==> src/rtl/jk_ff_cmd_seq.sv <==
// Command sequencer for a JK flip-flop: queues HOLD/RESET/SET/TOGGLE
// commands, drives j/k for the requested cycles, then checks q.
module jk_ff_cmd_seq #(
  parameter int DEPTH = 4,
  parameter int CNT_W = 4
) (
  input  logic             clk,
  input  logic             reset,
  input  logic             cmd_valid,
  output logic             cmd_ready,
  input  logic [1:0]       cmd_op,
  input  logic [CNT_W-1:0] cmd_len,
  input  logic             q_in,
  output logic             j,
  output logic             k,
  output logic             busy,
  output logic             done,
  output logic             mismatch
);

  localparam int AW = (DEPTH > 1) ? $clog2(DEPTH) : 1;
  localparam int EW = CNT_W + 2;

  typedef enum logic [1:0] {
    S_IDLE,
    S_DRIVE,
    S_CHECK
  } state_t;

  state_t           r_state;
  state_t           w_nstate;
  logic [EW-1:0]    r_mem [DEPTH];
  logic [AW-1:0]    r_wptr;
  logic [AW-1:0]    r_rptr;
  logic [AW:0]      r_cnt;
  logic             r_j;
  logic             r_k;
  logic [CNT_W-1:0] r_ctr;
  logic             r_expq;

  logic             w_full;
  logic             w_empty;
  logic             w_push;
  logic             w_pop;
  logic [EW-1:0]    w_head;
  logic [1:0]       w_hop;
  logic [CNT_W-1:0] w_hlen;
  logic [CNT_W-1:0] w_len_eff;
  logic             w_base;
  logic             w_exp_new;
  logic             w_nj;
  logic             w_nk;
  logic [CNT_W-1:0] w_nctr;
  logic             w_nexp;

  assign w_full    = (r_cnt == (AW+1)'(DEPTH));
  assign w_empty   = (r_cnt == '0);
  assign w_push    = cmd_valid & ~w_full;
  assign w_head    = r_mem[r_rptr];
  assign w_hop     = w_head[EW-1:CNT_W];
  assign w_hlen    = w_head[CNT_W-1:0];
  assign w_len_eff = (w_hlen == '0) ? CNT_W'(1) : w_hlen;

  // Leaving CHECK, the next prediction starts from the observed q.
  assign w_base = (r_state == S_CHECK) ? q_in : r_expq;

  always_comb begin
    w_exp_new = w_base;
    unique case (w_hop)
      2'b00: w_exp_new = w_base;
      2'b01: w_exp_new = 1'b0;
      2'b10: w_exp_new = 1'b1;
      2'b11: w_exp_new = w_base ^ w_len_eff[0];
      default: w_exp_new = w_base;
    endcase
  end

  always_comb begin
    w_nstate = r_state;
    w_nj     = r_j;
    w_nk     = r_k;
    w_nctr   = r_ctr;
    w_nexp   = r_expq;
    w_pop    = 1'b0;
    unique case (r_state)
      S_IDLE, S_CHECK: begin
        w_nj = 1'b0;
        w_nk = 1'b0;
        if (r_state == S_CHECK) begin
          w_nexp   = q_in;
          w_nstate = S_IDLE;
        end
        if (!w_empty) begin
          w_pop    = 1'b1;
          w_nj     = w_hop[1];
          w_nk     = w_hop[0];
          w_nctr   = w_len_eff;
          w_nexp   = w_exp_new;
          w_nstate = S_DRIVE;
        end
      end
      S_DRIVE: begin
        w_nctr = r_ctr - 1'b1;
        if (r_ctr == CNT_W'(1)) begin
          w_nj     = 1'b0;
          w_nk     = 1'b0;
          w_nstate = S_CHECK;
        end
      end
      default: begin
        w_nj     = 1'b0;
        w_nk     = 1'b0;
        w_nstate = S_IDLE;
      end
    endcase
  end

  always_ff @(posedge clk or negedge reset) begin
    if (!reset) begin
      r_state <= S_IDLE;
      r_j     <= 1'b0;
      r_k     <= 1'b0;
      r_ctr   <= '0;
      r_expq  <= 1'b0;
    end else begin
      r_state <= w_nstate;
      r_j     <= w_nj;
      r_k     <= w_nk;
      r_ctr   <= w_nctr;
      r_expq  <= w_nexp;
    end
  end

  always_ff @(posedge clk or negedge reset) begin
    if (!reset) begin
      r_wptr <= '0;
      r_rptr <= '0;
      r_cnt  <= '0;
    end else begin
      if (w_push) r_wptr <= r_wptr + 1'b1;
      if (w_pop)  r_rptr <= r_rptr + 1'b1;
      unique case ({w_push, w_pop})
        2'b10:   r_cnt <= r_cnt + 1'b1;
        2'b01:   r_cnt <= r_cnt - 1'b1;
        default: r_cnt <= r_cnt;
      endcase
    end
  end

  // Storage needs no reset: occupancy alone decides what is valid.
  always_ff @(posedge clk) begin
    if (w_push) r_mem[r_wptr] <= {cmd_op, cmd_len};
  end

  assign cmd_ready = ~w_full;
  assign j         = r_j;
  assign k         = r_k;
  assign done      = (r_state == S_CHECK);
  assign mismatch  = done & (q_in ^ r_expq);
  assign busy      = (r_state != S_IDLE) | ~w_empty;

endmodule

==> config.mk <==
export PLATFORM = sky130hd
export DESIGN_NAME = jk_ff_cmd_seq
export DESIGN_NICKNAME = d
export VERILOG_FILES = /design/src/rtl/jk_ff_cmd_seq.sv
export SDC_FILE = /design/constraint.sdc
export NUM_CORES = 1
export LEC_CHECK = 0
export BUFFER_PORTS_ARGS = -buffer_cell sky130_fd_sc_hd__buf_2
export CAP_MARGIN = 10
export CELL_PAD_IN_SITES_DETAIL_PLACEMENT = 0
export CELL_PAD_IN_SITES_GLOBAL_PLACEMENT = 1
export CORE_MARGIN = 3
export CORE_UTILIZATION = 48
export DETAILED_ROUTE_END_ITERATION = 8
export PLACE_DENSITY_LB_ADDON = 0.3
export SYNTH_ARGS = -nofsm -noshare
export SYNTH_HDL_FRONTEND = slang
export SYNTH_SLANG_ARGS = --single-unit
==> constraint.sdc <==
create_clock -name clk -period 2.1 [get_ports clk]
set_input_delay 0.42 -clock clk [delete_from_list [all_inputs] [get_ports clk]]
set_output_delay 0.42 -clock clk [all_outputs]
set_load 0.01 [all_outputs]
==> impl_results.md, run 1 <==
- Final net count: 171
- Maximum VDD drop: 599.4 uV
- Req. time, crit path: 1680 ps
- Synth Area per Inst: 14.15 um^2
- Met3 Usage GRT: 5.911%
- Critical Path End Type: output pin
- DR vias: 1048
- Routed vias/inst: 5.240
- Comb pwr share: 37.1%
- Share of power burned in registers: 42.6%
- Post-Syn Area: 1839 um^2
- Area leader, netlist: edfxtp_1
- Final instance area: 2106 um^2
- Fin crit period: 1975 ps
- Worst-skew pair later-pin latency: 290 ps
- Largest net degree at the start of global routing: 17
- TritonRoute pass-1 iters: 4
- Skew final: 7.802 ps
- Total power: 3056 uW
- CTS Buf Count: 5
- Post-CTS Setup Bufs: 0
- Met1 Track Usage GR: 20.81%
- Yosys Warn Count: 0
- H-tree Lvls: 2
- Core area: 3521 um^2
- Clock root buffer: clkbuf_8
- Initial Util: 52.24%
- Post-CTS Resized: 0
- Leakage Power: 0.0008947 uW
- Reg clk slew, reported paths: 80 ps
- Post-route setup slack: 125.1 ps
- Mapped Cells: 130
- Chip Height: 67.90 um
- Sequential area share after synthesis: 60.95%
- Setup TNS: 0 ps
- Grt total ovfl: 0
- Critical Path Source Type: register
- Total track usage: 16.54%
- DP Area: 1987 um^2
- Antenna violations before repair: 0
- Die footprint: 4610 um^2
- Max-slew violation count: 0
- Slew headroom: 73.24%
- First-pass GRT wire length: 5257 um
- Final period util: 94.04%
- Sw Share: 34.12%
- Worst-margin pin slew: 401.5 ps
- RSZ-0062 raised after global routing: false
- Hold bufs inserted after CTS: 0
- Number of synthesized flops with an enable pin: 24
- Layout cells sized above 1: 25.32%
- Antenna cell count: 0
- Synth top area share: 39.18%
- Die width: 67.90 um
- Antenna Nets Post-Route: 0
- Netlist cell types: 33
- NetSw: 1043 uW
- Avg WL per Cell: 15.16 um
- Clock sinks: 40
- Post-synth top cells: 24 x edfxtp_1, 16 x dfrtp_1, 9 x inv_1, 9 x nand2_1, 8 x nor2_1
- FILL cells: 300
- Count of input and output buffers: 15
- Flops & latches, synth: 40
- Residual DRC: 0
- Crit path arrival time: 1550 ps
- Max Clk Rate: 506.3 MHz
- GR Util met2: 25.39%
- GRT busiest layer: met2
- Setup violations, final: 0
- Area Growth Syn to Fin: 14.49%
- CTS tree: yes
- Final hold vios: 0
- DRT iter0 DRCs: 61
- Status: complete, no violations
- Clock power share: 20.3%
- DP Wirelength: 2201 um
- Total wire length: 3032 um
- Clk buf depth: 2
- Min-delay worst type: input pin to async pin
- Core Rows: 21
- FFs w/ async S/R, synth: 40.00%
- IO Pins: 16
- Most used DFF post-synth: edfxtp_1
- GP Congestion: 0.7236
- PD cells: 1451 nW/um^2
- Most numerous cell in the Yosys netlist: edfxtp_1
- Worst Path Max Fanout: 4
- Max Cap Viol: 0
- Largest cells by area after synthesis: edfxtp_1 39%, dfrtp_1 22%, ha_1 4.8%
- Setup Crit Path Kind: register to output pin
- Vias in the first global route: 1079
- Pre-CTS setup slack: 84.86 ps
- Cell Int Power: 2013 uW
- Post-synthesis net count: 148
-- worst paths after layout --
path	start	to	slack, ps	depth (start not counted)
worst max-delay path	r_cnt[0]	busy	130	3
worst min-delay path	reset	r_cnt[1]	30	1
worst max register to register	r_rptr[0]	r_expq	150	5
worst min register to register	j	j	480	2
max in group asynchronous	reset	r_rptr[0]	1780	1
min in group clk	cmd_len[0]	r_mem[0][0]	340	1
-- routing by layer --
layer  wire length (um)  share of wire (%)
met1               1360                 45
met2               1507                 50
met3                114                3.8
met4                 48                1.6
met5                  0                  0
-- layout by cell type (no fill, tap or decap), types with 2 or more instances in the layout --
cell,n
nand2_1,9
xnor2_1,6
o21ai_0,4
buf_4,5
inv_2,2
nand2b_1,3
ha_1,7
a21oi_1,3
dfrtp_1,16
nor2_1,8
nor3_1,2
xor2_1,4
mux4_1,3
mux4_2,3
edfxtp_1,24
inv_1,7
a211oi_1,2
or3_1,2
buf_2,15
clkbuf_8,5
mux2i_1,4
and3_1,4
-- state kept, by name, indices dropped and copies added (netlist names) --
register / count
r_mem: 24
j: 1
r_expq: 1
r_cnt: 3
r_state: 2
r_rptr: 2
r_wptr: 2
k: 1
r_ctr: 4
-- critical path, stage by stage, from the launching register on --
cell and delay, ps:
dfrtp_1 420, or3_1 380, or3_1 310, buf_2 140
-- kinds of logic after synthesis --
| family | Yosys count | share of synthesized area [%] |
|---|---|---|
| buffers and inverters | 13 | 3.061 |
| AND/OR/NAND/NOR | 35 | 10.20 |
| XOR/XNOR | 10 | 4.762 |
| adder cells (fa/ha/maj) | 8 | 5.850 |
| flip-flops | 40 | 60.95 |
| multiplexers | 11 | 10.75 |
| AO/OA/AOI/OAI | 13 | 4.422 |
-- power groups by stage --
stage	clock, uW	combinational, uW	sequential, uW
4_1_cts	634	1140	1300
3_3_place_gp	0	1100	1300
6_report	621	1130	1300
2_1_floorplan	0	929	1230
5_1_grt	681	1290	1340
3_5_place_dp	0	1130	1320
-- through the flow --
step	std cells	utilization [%]	hold slack, ps
floorplan	130	-	124.4
global placement	192	56.43	364.8
detailed placement	192	56.43	371.1
CTS	200	59.59	43.18
global route	200	59.81	49.31
finish	200	59.81	34.04
-- cell type report --
cell class                      count  area (um^2)  area share (%)
Clock inverter                      3        42.54           2.020
Inverter                            9        33.78           1.604
Clock buffer                        5        68.82           3.268
Multi-Input combinational cell     77        669.4           31.79
Tap cell                           46        57.56           2.733
Timing Repair Buffer               20        112.6           5.348
Sequential cell                    40         1121           53.24
No activity file was read; power rests on OpenSTA's default activity.
==> run 2, diff against run 1 <==
--- a/config.mk
+++ b/config.mk
@@ -13,6 +13,8 @@
 export CORE_UTILIZATION = 48
 export DETAILED_ROUTE_END_ITERATION = 8
 export PLACE_DENSITY_LB_ADDON = 0.3
+export REMOVE_ABC_BUFFERS = 1
+export SLEW_MARGIN = 0
 export SYNTH_ARGS = -nofsm -noshare
 export SYNTH_HDL_FRONTEND = slang
 export SYNTH_SLANG_ARGS = --single-unit
==> run 2 against run 1 <==
  * Sequential power is essentially flat
  * Global-route usage down 0.68 points
  * Routed wire length fell by 1.5%
  * Design area rose by 0.18%
  * Critical endpoint unchanged
==> impl_results.md, run 2 (synthesized netlist as in run 1, its figures left out) <==
- Crit path launch: r_cnt[0]
- Antenna violations before repair: 0 (unchanged)
- Req. time, crit path: 1680 ps (about the same)
- TritonRoute pass-1 iters: 4 (unchanged)
- Top reg by flops: r_mem
- Leakage Power: 0.0008999 uW (+0.58%)
- R2R setup slack: 140 ps (about the same)
- Max Cap Viol: 0 (unchanged)
- IO Pins: 16 (unchanged)
- Grt total ovfl: 0 (unchanged)
- Skew final: 8.430 ps (+0.6284 ps)
- GP Congestion: 0.7900 (+9.2%)
- Min-delay worst type: input pin to async pin
- Antenna Nets Post-Route: 0 (unchanged)
- DP Wirelength: 2205 um (+0.19%)
- First-pass GRT wire length: 5078 um (-3.4%)
- Hold bufs inserted after CTS: 0 (unchanged)
- Fin crit period: 1977 ps (+1.630 ps)
- Max Clk Rate: 505.9 MHz (about the same)
- Worst-margin pin slew: 369.9 ps (-31.62 ps)
- Area Growth Syn to Fin: 14.69%
- DR vias: 1060 (+1.1%)
- DP Area: 1987 um^2 (unchanged)
- Initial Util: 52.24% (unchanged)
- WHS: 32.60 ps (-1.446 ps)
- Total wire length: 2988 um (-1.5%)
- Routed vias/inst: 5.274 (+0.64%)
- Setup Crit Path Kind: register to output pin
- Most common cell after layout, fill and taps aside: edfxtp_1
- Vias in the first global route: 1034 (-4.2%)
- Final core occ: 59.91% (+0.11 points)
- Worst Path Max Fanout: 4 (unchanged)
- Core area: 3521 um^2 (unchanged)
- Core Rows: 21 (unchanged)
- PD cells: 1454 nW/um^2 (+0.19%)
- FILL cells: 285 (-5.0%)
- H-tree Lvls: 2 (unchanged)
- DRT iter0 DRCs: 85 (+39%)
- Status: complete, no violations
- Largest net degree at the start of global routing: 17 (unchanged)
- Clock sinks: 40 (unchanged)
- Antenna cell count: 0 (unchanged)
- Die footprint: 4610 um^2 (unchanged)
- CP endpoint: busy
- CTS Buf Count: 5 (unchanged)
- Crit path arrival time: 1560 ps (about the same)
- Avg WL per Cell: 14.87 um (-1.9%)
- Max reg flops: 24 (unchanged)
- Clk buf depth: 2 (unchanged)
- Final hold vios: 0 (unchanged)
- Final instance area: 2110 um^2 (+0.18%)
- Worst-skew pair later-pin latency: 290 ps (about the same)
- Setup violations, final: 0 (unchanged)
- Setup TNS: 0 ps (unchanged)
- Largest regs: r_mem x24, r_ctr x4, r_cnt x3
- R2R Path End: r_cnt[2]
- Final net count: 172 (+0.58%)
- Chip Height: 67.90 um (unchanged)
- Dpl cells: 192 (unchanged)
- RSZ-0062 raised after global routing: false
- Reg clk slew, reported paths: 80 ps (about the same)
- Critical Path Source Type: register
- Max-slew violation count: 0 (unchanged)
- Leading cell types in the layout, fill and taps excluded: 24 x edfxtp_1, 15 x buf_2, 15 x dfrtp_1
- Total track usage: 15.87% (-0.68 points)
- Worst Reg-to-Reg Cells: 10 (+5)
- Residual DRC: 0 (unchanged)
- CTS tree: yes
- Reg2reg start: r_cnt[0]
- Slew headroom: 75.34% (+2.1 points)
- Die width: 67.90 um (unchanged)
- Critical Path End Type: output pin
- Maximum VDD drop: 690.3 uV (+15%)
- Cell Count, Final, Fillers Out: 201 (+0.50%)
- Count of input and output buffers: 15 (unchanged)
- Clock root buffer: clkbuf_8
- Final period util: 94.12% (about the same)
- Layout cells sized above 1: 24.52% (-0.81 points)
run 2: critical path, stage by stage, from the launching register on:
cell	delay, ps
dfrtp_1	420
or3_1	380
or3_1	320
buf_2	150
run 2: final cells by class:
class,count,area [um^2],area share (%)
Tap cell,46,57.56,2.728
Clock buffer,5,68.82,3.262
Sequential cell,40,1122,53.20
Inverter,9,33.78,1.601
Multi-Input combinational cell,77,664.4,31.49
Timing Repair Buffer,21,120.1,5.694
Clock inverter,3,42.54,2.017
run 2: worst min path at each step:
stage / depth (start not counted) / to / startpoint
after CTS: 1 / r_ctr[0] / reset
after global placement: 1 / r_cnt[0] / reset
after detailed placement: 1 / r_cnt[0] / reset
final: 1 / r_ctr[1] / reset
after global routing: 1 / r_ctr[1] / reset
after floorplan: 0 / j / reset
run 2: per-layer routing:
| layer | part of all wire (%) | global-route usage, % | vias to the layer above |
|---|---|---|---|
| met2 | 52 | 25.52 | 21 |
| met5 | 0 | 0 | - |
| met1 | 43 | 19.56 | 517 |
| li1 | - | - | 518 |
| met3 | 4.4 | 5.911 | 4 |
| met4 | 1.1 | 5.955 | 0 |
run 2: where the power goes:
group	internal (uW)	switching, uW	leakage (uW)	total [uW]
registers	1100	201	0.000411	1300
logic	582	581	0.000434	1160
clock network	351	256	0.0000541	607
total	2030	1040	0.000900	3070
run 2: timing repair:
action                                 in CTS  in global routing
resized for setup                           0                  2
endpoints found under the hold margin       0                  0
setup endpoints to repair                   0                  2
buffers inserted                            0                  1
run 2: stage by stage:
stage,setup WS [ps],total power (uW)
after floorplan,88.16,2117
after global placement,138.4,2399
after detailed placement,99.76,2460
after CTS,78.30,3071
after global routing,9.216,3312
final,123.4,3067
==> run 3, diff against run 2 <==
--- a/config.mk
+++ b/config.mk
@@ -9,9 +9,11 @@
 export CAP_MARGIN = 10
 export CELL_PAD_IN_SITES_DETAIL_PLACEMENT = 0
 export CELL_PAD_IN_SITES_GLOBAL_PLACEMENT = 1
+export CORE_ASPECT_RATIO = 1.2
 export CORE_MARGIN = 3
 export CORE_UTILIZATION = 48
 export DETAILED_ROUTE_END_ITERATION = 8
+export GPL_TIMING_DRIVEN = 0
 export PLACE_DENSITY_LB_ADDON = 0.3
 export REMOVE_ABC_BUFFERS = 1
 export SLEW_MARGIN = 0
==> run 3 against run 2 <==
  * Setup slack worse by 56 ps
  * Combinational power shrank 3%
  * Die area hardly changed
  * Cell count grew 1.0%
  * Power is 3.2% lower
  * Critical path depth stayed put
  * Register-to-register slack got worse by 30 ps
  * First-iteration DRC count fell by 68%
  * Global-route usage down 1.6 points
  * Worst hold slack better by 3.1 ps
  * Critical path type unchanged
  * Largest power group unchanged
  * Highest routed layer unchanged
==> impl_results.md, run 3 (synthesized netlist as in run 1, its figures left out) <==
- Reg2reg start: r_cnt[0]
- Maximum VDD drop: 786.7 uV (+14%)
- PD cells: 1413 nW/um^2 (-2.8%)
- CTS tree: yes
- Grt total ovfl: 0 (unchanged)
- Routed vias/inst: 5.049 (-4.3%)
- Status: complete, no violations
- Chip Height: 73.81 um (+8.7%)
- Die footprint: 4614 um^2 (about the same)
- R2R Path End: r_cnt[2]
- Worst Path Max Fanout: 6 (+2)
- Layout cells sized above 1: 27.15% (+2.6 points)
- Most common cell after layout, fill and taps aside: edfxtp_1
- Worst-margin pin slew: 414.4 ps (+44.55 ps)
- Largest net degree at the start of global routing: 17 (unchanged)
- Die width: 62.51 um (-7.9%)
- Crit path launch: r_cnt[1]
- Met1 Track Usage GR: 16.19% (-3.4 points)
- Worst Reg-to-Reg Cells: 10 (unchanged)
- DP Wirelength: 2235 um (+1.4%)
- H-tree Lvls: 2 (unchanged)
- Core area: 3664 um^2 (+4.1%)
- Clock sinks: 40 (unchanged)
- Reg clk slew, reported paths: 80 ps (about the same)
- Total wire length: 3033 um (+1.5%)
- DP Area: 1957 um^2 (-1.5%)
- GP Congestion: 0.7704 (-2.5%)
- R2R setup slack: 110 ps (-30 ps)
- Final net count: 168 (-2.3%)
- Clock root buffer: clkbuf_8
- Req. time, crit path: 1680 ps (about the same)
- CTS Buf Count: 5 (unchanged)
- Avg WL per Cell: 14.94 um (+0.51%)
- Min-delay worst type: input pin to async pin
- Setup Crit Path Kind: register to output pin
- Met3 Usage GRT: 3.517% (-2.4 points)
- GR Util met2: 25.71% (+0.19 points)
- Max reg flops: 24 (unchanged)
- Cell Count, Final, Fillers Out: 203 (+1.0%)
- Leakage Power: 0.0008679 uW (-3.6%)
- Residual DRC: 0 (unchanged)
- Core Rows: 24 (+14%)
- TritonRoute pass-1 iters: 4 (unchanged)
- Final hold vios: 0 (unchanged)
- Max Clk Rate: 492.0 MHz (-2.7%)
- Antenna violations before repair: 0 (unchanged)
- Final period util: 96.78% (+2.7 points)
- Leading cell types in the layout, fill and taps excluded: 24 x edfxtp_1, 15 x buf_2, 15 x dfrtp_1
- Setup violations, final: 0 (unchanged)
- Final instance area: 2101 um^2 (-0.42%)
- Crit path arrival time: 1610 ps (+50 ps)
- FILL cells: 323 (+13%)
- DR vias: 1025 (-3.3%)
- Largest regs: r_mem x24, r_ctr x4, r_cnt x3
- Antenna Nets Post-Route: 0 (unchanged)
- Hold bufs inserted after CTS: 0 (unchanged)
- Worst-skew pair later-pin latency: 290 ps (about the same)
- Slew headroom: 72.37% (-3.0 points)
- GRT busiest layer: met2
- First-pass GRT wire length: 4926 um (-3.0%)
- Critical Path Source Type: register
- Top reg by flops: r_mem
- Max Cap Viol: 0 (unchanged)
- DRT iter0 DRCs: 27 (-68%)
- RSZ-0062 raised after global routing: false
- Max-slew violation count: 0 (unchanged)
- Dpl cells: 193 (+0.52%)
- Critical Path End Type: output pin
- Total track usage: 14.31% (-1.6 points)
- Area Growth Syn to Fin: 14.22%
- Count of input and output buffers: 15 (unchanged)
- Vias in the first global route: 1039 (+0.48%)
- Initial Util: 50.20% (-2.0 points)
- Skew final: 3.580 ps (-4.850 ps)
- Fin crit period: 2032 ps (+55.86 ps)
- IO Pins: 16 (unchanged)
- Clk buf depth: 2 (unchanged)
- Antenna cell count: 0 (unchanged)
## run 3: layout make-up
class                      instances  area [um^2]  share of cell area (%)
clock buffer                       5        68.82                   3.276
clock inverter                     3        23.77                   1.132
inverter                           9        33.78                   1.608
multi-input combinational         77        696.9                   33.17
sequential                        40         1122                   53.42
tap                               52        65.06                   3.097
timing repair buffer              17        90.09                   4.288
## run 3: how the worst max path moves through the flow
stage               endpoint  slack (ps)  cells after the start
CTS                 r_cnt[2]           5                     10
floorplan           r_cnt[2]          90                     10
global placement    r_cnt[2]          40                      7
detailed placement  r_cnt[2]         -40                     10
finish                  busy          70                      3
global route        r_cnt[2]           2                     10
## run 3: timing repair
item,in CTS,in global routing
gates resized for setup,4,7
setup buffers,0,2
pin swaps,0,0
setup endpoints to repair,2,2
## run 3: worst max-delay path, stage by stage, from the launching register on
cell and delay [ps]:
dfrtp_1 420, or3_4 450, or3_1 310, buf_2 140
## run 3: layer usage
layer / part of all wire, % / wire [um] / up-vias
li1: - / - / 506
met1: 44 / 1322 / 497
met2: 52 / 1574 / 16
met3: 2.9 / 88 / 6
met4: 1.5 / 46 / 0
met5: 0 / 0 / -
## run 3: where the power goes
part / internal [uW] / switching (uW) / leakage (uW) / total [uW]
clock: 235 / 275 / 0.0000404 / 510
combinational: 567 / 555 / 0.000416 / 1120
sequential: 1090 / 244 / 0.000411 / 1340
total: 1900 / 1070 / 0.000868 / 2970
## run 3: per-stage QoR
| stage | total power (uW) | worst slack [ps] | hold slack, ps | utilization [%] | setup TNS, ps |
|---|---|---|---|---|---|
| 3_3_place_gp | 2343 | 38.15 | 353.8 | 53.42 | 0 |
| 4_1_cts | 2939 | 5.285 | 43.80 | 56.28 | 0 |
| 5_1_grt | 3194 | 1.953 | 54.76 | 57.34 | 0 |
| 3_5_place_dp | 2398 | -44.11 | 368.0 | 53.42 | -44.11 |
| 2_1_floorplan | 2117 | 88.16 | 124.4 | - | 0 |
| 6_report | 2969 | 67.57 | 35.66 | 57.34 | 0 |
